[src/rtl/intr_pkg.sv]
// intr_pkg
// Shared types and default configuration for the interrupt responder
// (intr_resp_ctrl) and its priority encoder.
//   state_t  : responder sequencing states (IDLE / TAKE / SERVE)
//   ctx_t    : saved interrupt context {cause, epc}, used by the nesting stack
//   *_DEF    : default values for the top-level parameters
package intr_pkg;

    localparam int          NSRC_DEF      = 6;
    localparam int          PC_W_DEF      = 32;
    localparam logic [31:0] VEC_BASE_DEF  = 32'h0000_1000;
    localparam int          VEC_SHIFT_DEF = 4;

    // Width of the cause field; wide enough for up to eight sources.
    localparam int          CAUSE_W       = 3;

    typedef enum logic [1:0] {
        IDLE  = 2'd0,
        TAKE  = 2'd1,
        SERVE = 2'd2
    } state_t;

    typedef struct packed {
        logic [CAUSE_W-1:0]  cause;
        logic [PC_W_DEF-1:0] epc;
    } ctx_t;

endpackage

[src/rtl/intr_resp_ctrl_if.sv]
// intr_resp_ctrl_if
// Bundle between the core (fetch / retire logic plus the peripheral request
// lines) and the interrupt responder.
//   master : core side, drives requests and retire information
//   slave  : responder side, drives the take pulse, vector and context
// Signals:
//   irq_in      raw level request lines, bit 0 is the highest priority
//   ie          global interrupt enable
//   instr_done  an instruction retires at this edge
//   pc_next     next sequential PC of the retiring instruction
//   uret        the retiring instruction is uret
//   intr_take   one-cycle pulse, fetch loads handler_pc
//   handler_pc  vector of the source being taken
//   uepc        saved return address
//   ack         one-hot clear pulse to the serviced source
//   in_service  a handler is running
//   cause       index of the serviced source
interface intr_resp_ctrl_if
    import intr_pkg::*;
#(
    parameter int NSRC = NSRC_DEF,
    parameter int PC_W = PC_W_DEF
);

    logic [NSRC-1:0]    irq_in;
    logic               ie;
    logic               instr_done;
    logic [PC_W-1:0]    pc_next;
    logic               uret;

    logic               intr_take;
    logic [PC_W-1:0]    handler_pc;
    logic [PC_W-1:0]    uepc;
    logic [NSRC-1:0]    ack;
    logic               in_service;
    logic [CAUSE_W-1:0] cause;

    modport master (
        output irq_in, ie, instr_done, pc_next, uret,
        input  intr_take, handler_pc, uepc, ack, in_service, cause
    );

    modport slave (
        input  irq_in, ie, instr_done, pc_next, uret,
        output intr_take, handler_pc, uepc, ack, in_service, cause
    );

endinterface

[src/rtl/intr_prio_enc.sv]
// intr_prio_enc
// Lowest-index-first priority encoder.
//   req_i : request vector, bit 0 wins
//   sel_o : index of the lowest set bit (0 when nothing is set)
//   any_o : at least one bit of req_i is set
module intr_prio_enc
    import intr_pkg::*;
#(
    parameter int NSRC = NSRC_DEF
) (
    input  logic [NSRC-1:0]    req_i,
    output logic [CAUSE_W-1:0] sel_o,
    output logic               any_o
);

    // Scan from the top down so the lowest set index is the last one written.
    always_comb begin
        sel_o = '0;
        for (int i = NSRC - 1; i >= 0; i--) begin
            if (req_i[i]) begin
                sel_o = CAUSE_W'(i);
            end
        end
        any_o = |req_i;
    end

endmodule

[src/rtl/intr_resp_ctrl.sv]
// intr_resp_ctrl
// CPU-side interrupt responder. Latches rising edges of the request lines,
// picks the lowest-index pending source, and at an instruction boundary saves
// the return PC, redirects fetch to the source's vector and acknowledges it.
// uret returns the responder to the non-serving state.
// Ports:
//   CLK  system clock, all state on the rising edge
//   RST  synchronous active-high reset
//   bus  intr_resp_ctrl_if slave modport (requests, retire info, outputs)
// Build option:
//   NESTED_INTR_EN  when defined, a strictly higher-priority source preempts a
//                   running handler; the interrupted {cause, uepc} is pushed
//                   on an internal stack of depth NSRC and restored by uret.
module intr_resp_ctrl
    import intr_pkg::*;
#(
    parameter int              NSRC      = NSRC_DEF,
    parameter int              PC_W      = PC_W_DEF,
    parameter logic [PC_W-1:0] VEC_BASE  = PC_W'(VEC_BASE_DEF),
    parameter int              VEC_SHIFT = VEC_SHIFT_DEF
) (
    input  logic            CLK,
    input  logic            RST,
    intr_resp_ctrl_if.slave bus
);

    state_t             state_q, state_d;
    logic [NSRC-1:0]    irq_d_q;
    logic [NSRC-1:0]    pend_q, pend_d;
    logic [PC_W-1:0]    uepc_q, uepc_d;
    logic [CAUSE_W-1:0] cause_q, cause_d;
    logic [NSRC-1:0]    ack_vec;
    logic [CAUSE_W-1:0] sel;
    logic               any;

    intr_prio_enc #(.NSRC(NSRC)) u_prio (
        .req_i (pend_q),
        .sel_o (sel),
        .any_o (any)
    );

`ifdef NESTED_INTR_EN
    localparam int SP_W = $clog2(NSRC + 1);

    logic [NSRC-1:0]    higher_mask;
    logic [CAUSE_W-1:0] pre_sel;
    logic               pre_any;
    logic [SP_W-1:0]    sp_q;
    logic [SP_W-1:0]    sp_top;
    ctx_t               stack_q [NSRC];
    ctx_t               top_ctx;
    logic               push, pop;

    // Only sources with an index below the one being served may preempt, so
    // the same encoder is reused on the pending set masked to those bits.
    assign higher_mask = (NSRC'(1) << cause_q) - NSRC'(1);
    assign sp_top      = sp_q - SP_W'(1);
    assign top_ctx     = stack_q[sp_top];

    intr_prio_enc #(.NSRC(NSRC)) u_prio_nest (
        .req_i (pend_q & higher_mask),
        .sel_o (pre_sel),
        .any_o (pre_any)
    );

    // Context stack. Priority strictly rises with every push, so depth NSRC
    // can never overflow. Reset empties the stack; stale entries are ignored.
    always_ff @(posedge CLK) begin
        if (RST) begin
            sp_q <= '0;
        end else if (push) begin
            stack_q[sp_q] <= ctx_t'{cause: cause_q, epc: PC_W_DEF'(uepc_q)};
            sp_q          <= sp_q + SP_W'(1);
        end else if (pop) begin
            sp_q <= sp_top;
        end
    end
`endif

    // Edge capture of the request lines. A held level never re-arms pend, and
    // a new rising edge in the same cycle as the ack keeps the bit set.
    always_comb begin
        pend_d = (pend_q & ~ack_vec) | (bus.irq_in & ~irq_d_q);
    end

    always_ff @(posedge CLK) begin
        if (RST) begin
            irq_d_q <= '0;
            pend_q  <= '0;
        end else begin
            irq_d_q <= bus.irq_in;
            pend_q  <= pend_d;
        end
    end

    // State register together with the saved context it belongs to; reset
    // throws away any context of a handler that was running.
    always_ff @(posedge CLK) begin
        if (RST) begin
            state_q <= IDLE;
            uepc_q  <= '0;
            cause_q <= '0;
        end else begin
            state_q <= state_d;
            uepc_q  <= uepc_d;
            cause_q <= cause_d;
        end
    end

    // Next-state logic. A take only happens at a retire edge, and the return
    // address is that instruction's sequential successor. A uret and a
    // preemption can never share an edge: the uret wins and any preemption
    // waits for the next retire.
    always_comb begin
        state_d = state_q;
        uepc_d  = uepc_q;
        cause_d = cause_q;
`ifdef NESTED_INTR_EN
        push    = 1'b0;
        pop     = 1'b0;
`endif
        case (state_q)
            IDLE: begin
                if (bus.ie && any && bus.instr_done) begin
                    state_d = TAKE;
                    uepc_d  = bus.pc_next;
                    cause_d = sel;
                end
            end
            TAKE: begin
                state_d = SERVE;
            end
            SERVE: begin
`ifdef NESTED_INTR_EN
                if (bus.instr_done && bus.uret) begin
                    if (sp_q != '0) begin
                        pop     = 1'b1;
                        cause_d = top_ctx.cause;
                        uepc_d  = PC_W'(top_ctx.epc);
                    end else begin
                        state_d = IDLE;
                    end
                end else if (bus.instr_done && pre_any) begin
                    push    = 1'b1;
                    state_d = TAKE;
                    uepc_d  = bus.pc_next;
                    cause_d = pre_sel;
                end
`else
                if (bus.instr_done && bus.uret) begin
                    state_d = IDLE;
                end
`endif
            end
            default: begin
                state_d = IDLE;
            end
        endcase
    end

    // Outputs are decoded from the state and the saved context only, so the
    // take pulse, ack and vector all line up in the single TAKE cycle.
    always_comb begin
        ack_vec        = (state_q == TAKE) ? (NSRC'(1) << cause_q) : '0;
        bus.intr_take  = (state_q == TAKE);
        bus.ack        = ack_vec;
        bus.in_service = (state_q != IDLE);
        bus.handler_pc = VEC_BASE + (PC_W'(cause_q) << VEC_SHIFT);
        bus.uepc       = uepc_q;
        bus.cause      = cause_q;
    end

endmodule

[src/flat_wrapper.sv]
// flat-port wrapper written by rule: the top's interface ports become plain ports
module intr_resp_ctrl_flat import intr_pkg::*;
#(
    parameter int              NSRC      = NSRC_DEF,
    parameter int              PC_W      = PC_W_DEF,
    parameter logic [PC_W-1:0] VEC_BASE  = PC_W'(VEC_BASE_DEF),
    parameter int              VEC_SHIFT = VEC_SHIFT_DEF
)
  (CLK, RST, bus_irq_in, bus_ie, bus_instr_done, bus_pc_next, bus_uret, bus_intr_take, bus_handler_pc, bus_uepc, bus_ack, bus_in_service, bus_cause);
  intr_resp_ctrl_if #(.NSRC(NSRC), .PC_W(PC_W)) bus_i ();
  input  logic CLK;
  input  logic RST;
  input wire logic [$bits(bus_i.irq_in)-1:0] bus_irq_in;
  input wire logic [$bits(bus_i.ie)-1:0] bus_ie;
  input wire logic [$bits(bus_i.instr_done)-1:0] bus_instr_done;
  input wire logic [$bits(bus_i.pc_next)-1:0] bus_pc_next;
  input wire logic [$bits(bus_i.uret)-1:0] bus_uret;
  output wire logic [$bits(bus_i.intr_take)-1:0] bus_intr_take;
  output wire logic [$bits(bus_i.handler_pc)-1:0] bus_handler_pc;
  output wire logic [$bits(bus_i.uepc)-1:0] bus_uepc;
  output wire logic [$bits(bus_i.ack)-1:0] bus_ack;
  output wire logic [$bits(bus_i.in_service)-1:0] bus_in_service;
  output wire logic [$bits(bus_i.cause)-1:0] bus_cause;
  assign bus_i.irq_in = bus_irq_in;
  assign bus_i.ie = bus_ie;
  assign bus_i.instr_done = bus_instr_done;
  assign bus_i.pc_next = bus_pc_next;
  assign bus_i.uret = bus_uret;
  assign bus_intr_take = bus_i.intr_take;
  assign bus_handler_pc = bus_i.handler_pc;
  assign bus_uepc = bus_i.uepc;
  assign bus_ack = bus_i.ack;
  assign bus_in_service = bus_i.in_service;
  assign bus_cause = bus_i.cause;
  intr_resp_ctrl #(.NSRC(NSRC), .PC_W(PC_W), .VEC_BASE(VEC_BASE), .VEC_SHIFT(VEC_SHIFT)) u_core (.CLK(CLK), .RST(RST), .bus(bus_i));
endmodule
[config.mk]
export PLATFORM = sky130hd
export DESIGN_NAME = intr_resp_ctrl_flat
export DESIGN_NICKNAME = d
export VERILOG_FILES = /design/src/rtl/intr_pkg.sv /design/src/rtl/intr_resp_ctrl_if.sv /design/src/rtl/intr_prio_enc.sv /design/src/rtl/intr_resp_ctrl.sv /design/src/flat_wrapper.sv
export SDC_FILE = /design/constraint.sdc
export NUM_CORES = 1
export LEC_CHECK = 0
export ABC_AREA = 1
export BUFFER_PORTS_ARGS = -buffer_cell sky130_fd_sc_hd__buf_2
export CAP_MARGIN = 20
export CORE_MARGIN = 4
export CORE_UTILIZATION = 40
export CTS_CLUSTER_DIAMETER = 100
export CTS_CLUSTER_SIZE = 10
export DETAILED_ROUTE_END_ITERATION = 12
export PLACE_DENSITY = 0.76
export REMOVE_ABC_BUFFERS = 1
export SYNTH_ARGS = -nofsm -noshare
export SYNTH_HDL_FRONTEND = slang
export SYNTH_SLANG_ARGS = --single-unit
[constraint.sdc]
create_clock -name CLK -period 1.2 [get_ports CLK]
set_input_delay 0.24 -clock CLK [delete_from_list [all_inputs] [get_ports CLK]]
set_output_delay 0.24 -clock CLK [all_outputs]
set_load 0.005 [all_outputs]
======== Word-level counts from Yosys, hierarchy flattened ========
Index checks and enable logic that the tools add are counted.
operators by class
  bitwise gates (word level) .............. 5
  multiplexer cells ....................... 10
  div/mod/pow operators ................... 0
  $add $sub $neg .......................... 1
  shift-type cells ........................ 1
  equal/unequal tests ..................... 4
  order comparisons ....................... 0
  multiply operators ...................... 0
  reduce and logical (&&, ||, !) cells .... 8
operator list
  kind                                                                      count
  3-bit 2-to-1 mux                                                          6
  13-bit by 7-bit adder with 14-bit output (first input constant)           1
  6-bit bitwise AND                                                         2
  6-bit inverter                                                            2
  6-bit 2-to-1 mux                                                          1
  6-bit OR                                                                  1
  2-bit case mux with 3 select lines                                        1
  6-bit OR reduction                                                        1
  1-bit by 3-bit left shift with 6-bit output (first input constant)        1
  2-bit 2-to-1 mux                                                          2
  2-bit by 1-bit inequality test with 1-bit output (second input constant)  2
  2-bit AND reduction                                                       2
  1-bit logical AND                                                         3
  2-bit by 1-bit == test with 1-bit output (second input constant)          1
  2-bit == test (second input constant)                                     1
  2-bit zero test                                                           1
  2-bit nonzero test                                                        1
word-level totals
  RAM bits ................................ 0
  register bits after elaboration ......... 49
  output and inout port bits .............. 75
  latch bits .............................. 0
  word-level logic and storage cells ...... 34
  input port bits ......................... 43
  memories kept ........................... 0
  ROM bits ................................ 0

======== Logic depth before layout (Yosys ltp) ========
  depth in word-level cells ............... 6
  depth in mapped cells ................... 7
  gate-level depth less buffers ........... 7

======== Cells and area by module ========
From an unflattened synthesis, not the netlist that was laid out.
second synthesis, totals
  cell total of the unflattened synthesis .. 360
  area total of the unflattened synthesis .. 2442.3 sq um
by module, submodules not included
  module          cells an instance  seq. area each (sq um)  instances  area each (sq um)
  intr_resp_ctrl  345                980.9                   1          2369.8
  intr_prio_enc   15                 0.0                     1          72.6

======== Least setup slack after synthesis ========
OpenSTA, ideal clock, no wires.
  kind .................................... register to register
  from .................................... register u_core.state_q[0]
  to ...................................... register u_core.cause_q[0], in the netlist u_core.bus.cause[0]
  cell stages (with the launch flop) ...... 8
  setup time .............................. 114 ps
  clock period less this slack ............ 1098 ps
  arrival ................................. 985 ps
  buffers on the path ..................... 1
  path slack .............................. 102 ps
  required time ........................... 1086 ps
  cell sequence ........................... dfxtp_1 inv_2 nand2_2 nor2_8 nand2_4 buf_4 a21oi_1 nor2_1
between the ends
  longest elaborated chain between the ends .. 2
ends and longest elaborated chain
  element                        line                   text
  from (decl)                    intr_resp_ctrl.sv:27   state_t state_q, state_d;
  from (signal assigned)         intr_resp_ctrl.sv:104  state_q <= state_d;
  2-bit zero test                intr_resp_ctrl.sv:122  case (state_q)
  2-bit AND reduction (no line)  --
  to (signal assigned)           intr_resp_ctrl.sv:106  cause_q <= cause_d;
  to (decl)                      intr_resp_ctrl.sv:31   logic [CAUSE_W-1:0] cause_q, cause_d;
Every way passes these cells.
A chain may end at the register's enable or synchronous reset.

======== Final worst setup path ========
  from .................................... register u_core.state_q[1]
  to ...................................... output bus_ack[3]
between the ends
  longest elaborated chain between the ends .. 2
ends and longest elaborated chain
  element                                   line                   text
  2-bit by 1-bit == test with 1-bit output  intr_resp_ctrl.sv:164  ack_vec = (state_q == TAKE) ? (NSRC'(1) << cause_q) : '0;
  6-bit 2-to-1 mux                          intr_resp_ctrl.sv:164
  to (decl)                                 flat_wrapper.sv:21     output wire logic [$bits(bus_i.ack)-1:0] bus_ack;
Every way passes these cells.

==> flow_summary.yaml <==
cts:
  clkTransAtPathRegs_ns: 0.09
  holdBufCountCts: 0
  numCtsBuffers: 5
  clock_latency_ns: 0.29
  clkSinkCount: 49
  cts_max_level: 2
  cts_root_buf: "clkbuf_8"
  clockBufferDepth: 2
  cts_tree: "done"
floorplan:
  coreArea_um2: 5140
  fp.dieArea_um2: 6583
  boundaryPins: 118
  die_x_um: 81.14
  floorplan.initialDensity_pct: 41.63
  die-height_um: 81.14
  std_cell_rows: 26
grt:
  grt_start_max_net_pins: 21
  grt_pass1_vias: 1966
  grt_pass1_wl_um: 9397
  track_usage_pct: 18.28
  grt_busiest_layer: "met2"
  use_met2_pct: 30.79
  grt-ovfl-total: 0
  use_met1_pct: 23.75
  antenna_found_initial: 0
  met3_usage_pct: 4.435
power:
  fin_total_pwr_mw: 3.755
  clkPwrFrac_pct: 32.5
  ir_drop_mv: 0.5695
  seqPwrFrac_pct: 47.7
  p_int_mw: 2.775
  p_sw_share_pct: 26.09
  powerDensity_nw_per_um2: 1210
  power_frac_comb_pct: 19.8
  switching_power_uw: 979.5
  p_leak_nw: 1.520
logic_synthesis:
  ys.flop_type: "dfxtp_1"
  synth_edf_count: 0
  ys_seq_elements: 49
  yosysMostFrequentCell: "dfxtp_1"
  avgSynthCellArea_um2: 7.837
  ys_top_cells_by_count: "dfxtp_1 (49), nand2_1 (48), a21oi_1 (39)"
  yosysWarnings: 0
  yosysTopAreaCell: "dfxtp_1"
  async_reset_ff_share_pct: 0
  synthTopCellsByArea: "dfxtp_1 (46%), buf_4 (12%), a21oi_1 (9.1%)"
  ys_types: 24
  synth_area_um2: 2140
  synthCells: 273
  synth_top_area_share_pct: 45.85
  seq_area_frac_synth_pct: 45.85
setup_path:
  setup.worst_path.start: "u_core.state_q[1]$_SDFFE_PP0P_"
  reg2reg_slack_ns: -0.18
  critical_path_class: "reg -> out"
  rr_endpoint: "u_core.bus.uepc[22]$_SDFFE_PP0P_"
  crit_path_end_kind: "primary output"
  endpoint: "bus_ack[3]"
  cp_max_fo: 4
  r2r_start: "u_core.state_q[1]$_SDFFE_PP0P_"
  worst_setup_path_start_kind: "flip-flop"
  r2r_cells: 9
  crit_required_ns: 0.96
  cp.arrival_ns: 1.15
final_layout:
  num-fill-cells: 465
  multi_input_area_um2: 993.5
  diodes: 0
  fin_cells: 447
  nets: 419
  drive_gt1_share_pct: 43.50
  final_util_pct: 60.39
  regArea_um2: 987.2
  design_area_um2: 3104
  syn2layout_area_growth_pct: 45.09
hold_path:
  hp-start: "bus_irq_in[3]"
  hold_class: "in -> reg"
placement:
  dp.cells: 423
  placed_area_um2: 2571
  dpl.hpwl_um: 3855
  port_buffers: 88
  gp_congestion: 0.8074
  preCtsSetupSlack_ns: 0.007240
route:
  wirelength_um: 5828
  drtPass1Iterations: 6
  drc: 0
  vias: 2038
  avgViaCountPerCell: 4.559
  drtIter0Drc: 158
  ant_nets: 0
  wl_per_cell_um: 13.04
flow_run:
  max-cap-violations: 0
timing:
  min_period_ns: 1.388
  finalSetupViolations: 44
  skew_ns: 0.01300
  max_freq_mhz: 720.5
  holdWs_ns: 0.1355
  rsz0062_at_grt: "yes"
  setup_ws_ns: -0.1878
  tns_ns: -4.980
  hold_viol: 0
  drv_slew: 0
  period_share_pct: 115.7
outcome:
  status: "finished with violations"
  violations: "setup timing"
[timing repair]
action | CTS | global route
resized for setup | 25 | 24
setup endpoints to repair | 16 | 45
setup buffers | 9 | 2
pin swaps | 20 | 10
cloned | 5 | 0
[power groups by stage]
| stage | logic (mW) | registers [mW] | clock network [mW] |
|---|---|---|---|
| after floorplan | 0.258 | 1.82 | 0 |
| after global placement | 0.544 | 1.82 | 0 |
| after detailed placement | 0.555 | 1.82 | 0 |
| after CTS | 0.705 | 1.79 | 1.25 |
| after global routing | 0.825 | 1.80 | 1.31 |
| final | 0.743 | 1.79 | 1.22 |
[worst max-delay path, stage by stage (launching register included)]
cell and delay (ns):
dfxtp_2 0.34, inv_2 0.07, nand2_4 0.06, nor2_4 0.13
nand3_2 0.10, inv_1 0.06, buf_2 0.10
[placed cells by master, fill, tap and decap left out]
cell type and count:
conb_1 29, bufinv_16 1, o21ai_0 2, nor2_1 12, nand3_4 1, nor3_1 1
nor2_2 2, o32ai_1 1, dfxtp_1 44, nand2_1 47, buf_16 4, buf_6 6
dfxtp_2 5, inv_1 17, buf_12 5, clkbuf_8 6, buf_2 86, nor2_4 5
clkbuf_1 1, inv_4 1, a21oi_1 26, nand3b_1 1, nor2_8 1, nand2_8 1
bufbuf_16 1, nand2_4 2, o21a_1 1, nand3_1 31, a21oi_2 13, inv_2 3
nand2_2 1, nand3_2 7, buf_4 13
[routing by layer]
metal,vias up,share of wire [%]
met3,2,7.0
met2,77,50
li1,1025,-
met1,934,43
met4,0,0.21
met5,-,0
[worst min-delay path by stage]
stage | endpoint | slack (ns) | depth (start not counted)
floorplan | u_core.bus.cause[1]$_SDFFE_PP0P_ | 0.31 | 1
global placement | u_core.pend_q[2]$_SDFF_PP0_ | 0.40 | 1
CTS | u_core.irq_d_q[3]$_SDFF_PP0_ | 0.13 | 3
global route | u_core.irq_d_q[3]$_SDFF_PP0_ | 0.16 | 3
finish | u_core.irq_d_q[3]$_SDFF_PP0_ | 0.14 | 3
detailed placement | u_core.pend_q[3]$_SDFF_PP0_ | 0.42 | 1
[area by class of cell]
| type | instances | share of cell area (%) |
|---|---|---|
| multi-input cells | 184 | 32.00 |
| flip-flops and latches | 49 | 31.80 |
| repair buffers | 115 | 27.01 |
| well taps | 70 | 2.821 |
| clock buffers | 7 | 2.781 |
| inverters | 21 | 2.620 |
| clock inverters | 1 | 0.9674 |
[registers in the layout, indices dropped and copies added, names as in the netlist]
name              cells
u_core.state_q        2
u_core.bus.cause      3
u_core.pend_q         6
u_core.bus.uepc      32
u_core.irq_d_q        6
[logic make-up (layout without fill, tap and decap cells)]
family                 count (synthesis)  in the layout  synth area share [%]
AND/OR/NAND/NOR                      112            112                 24.91
buffers and inverters                 67            144                 18.54
flip-flops                            49             49                 45.85
AO/OA/AOI/OAI                         43             43                 10.35
other                                  2             29                0.3510
No activity file was read; power rests on OpenSTA's default activity.
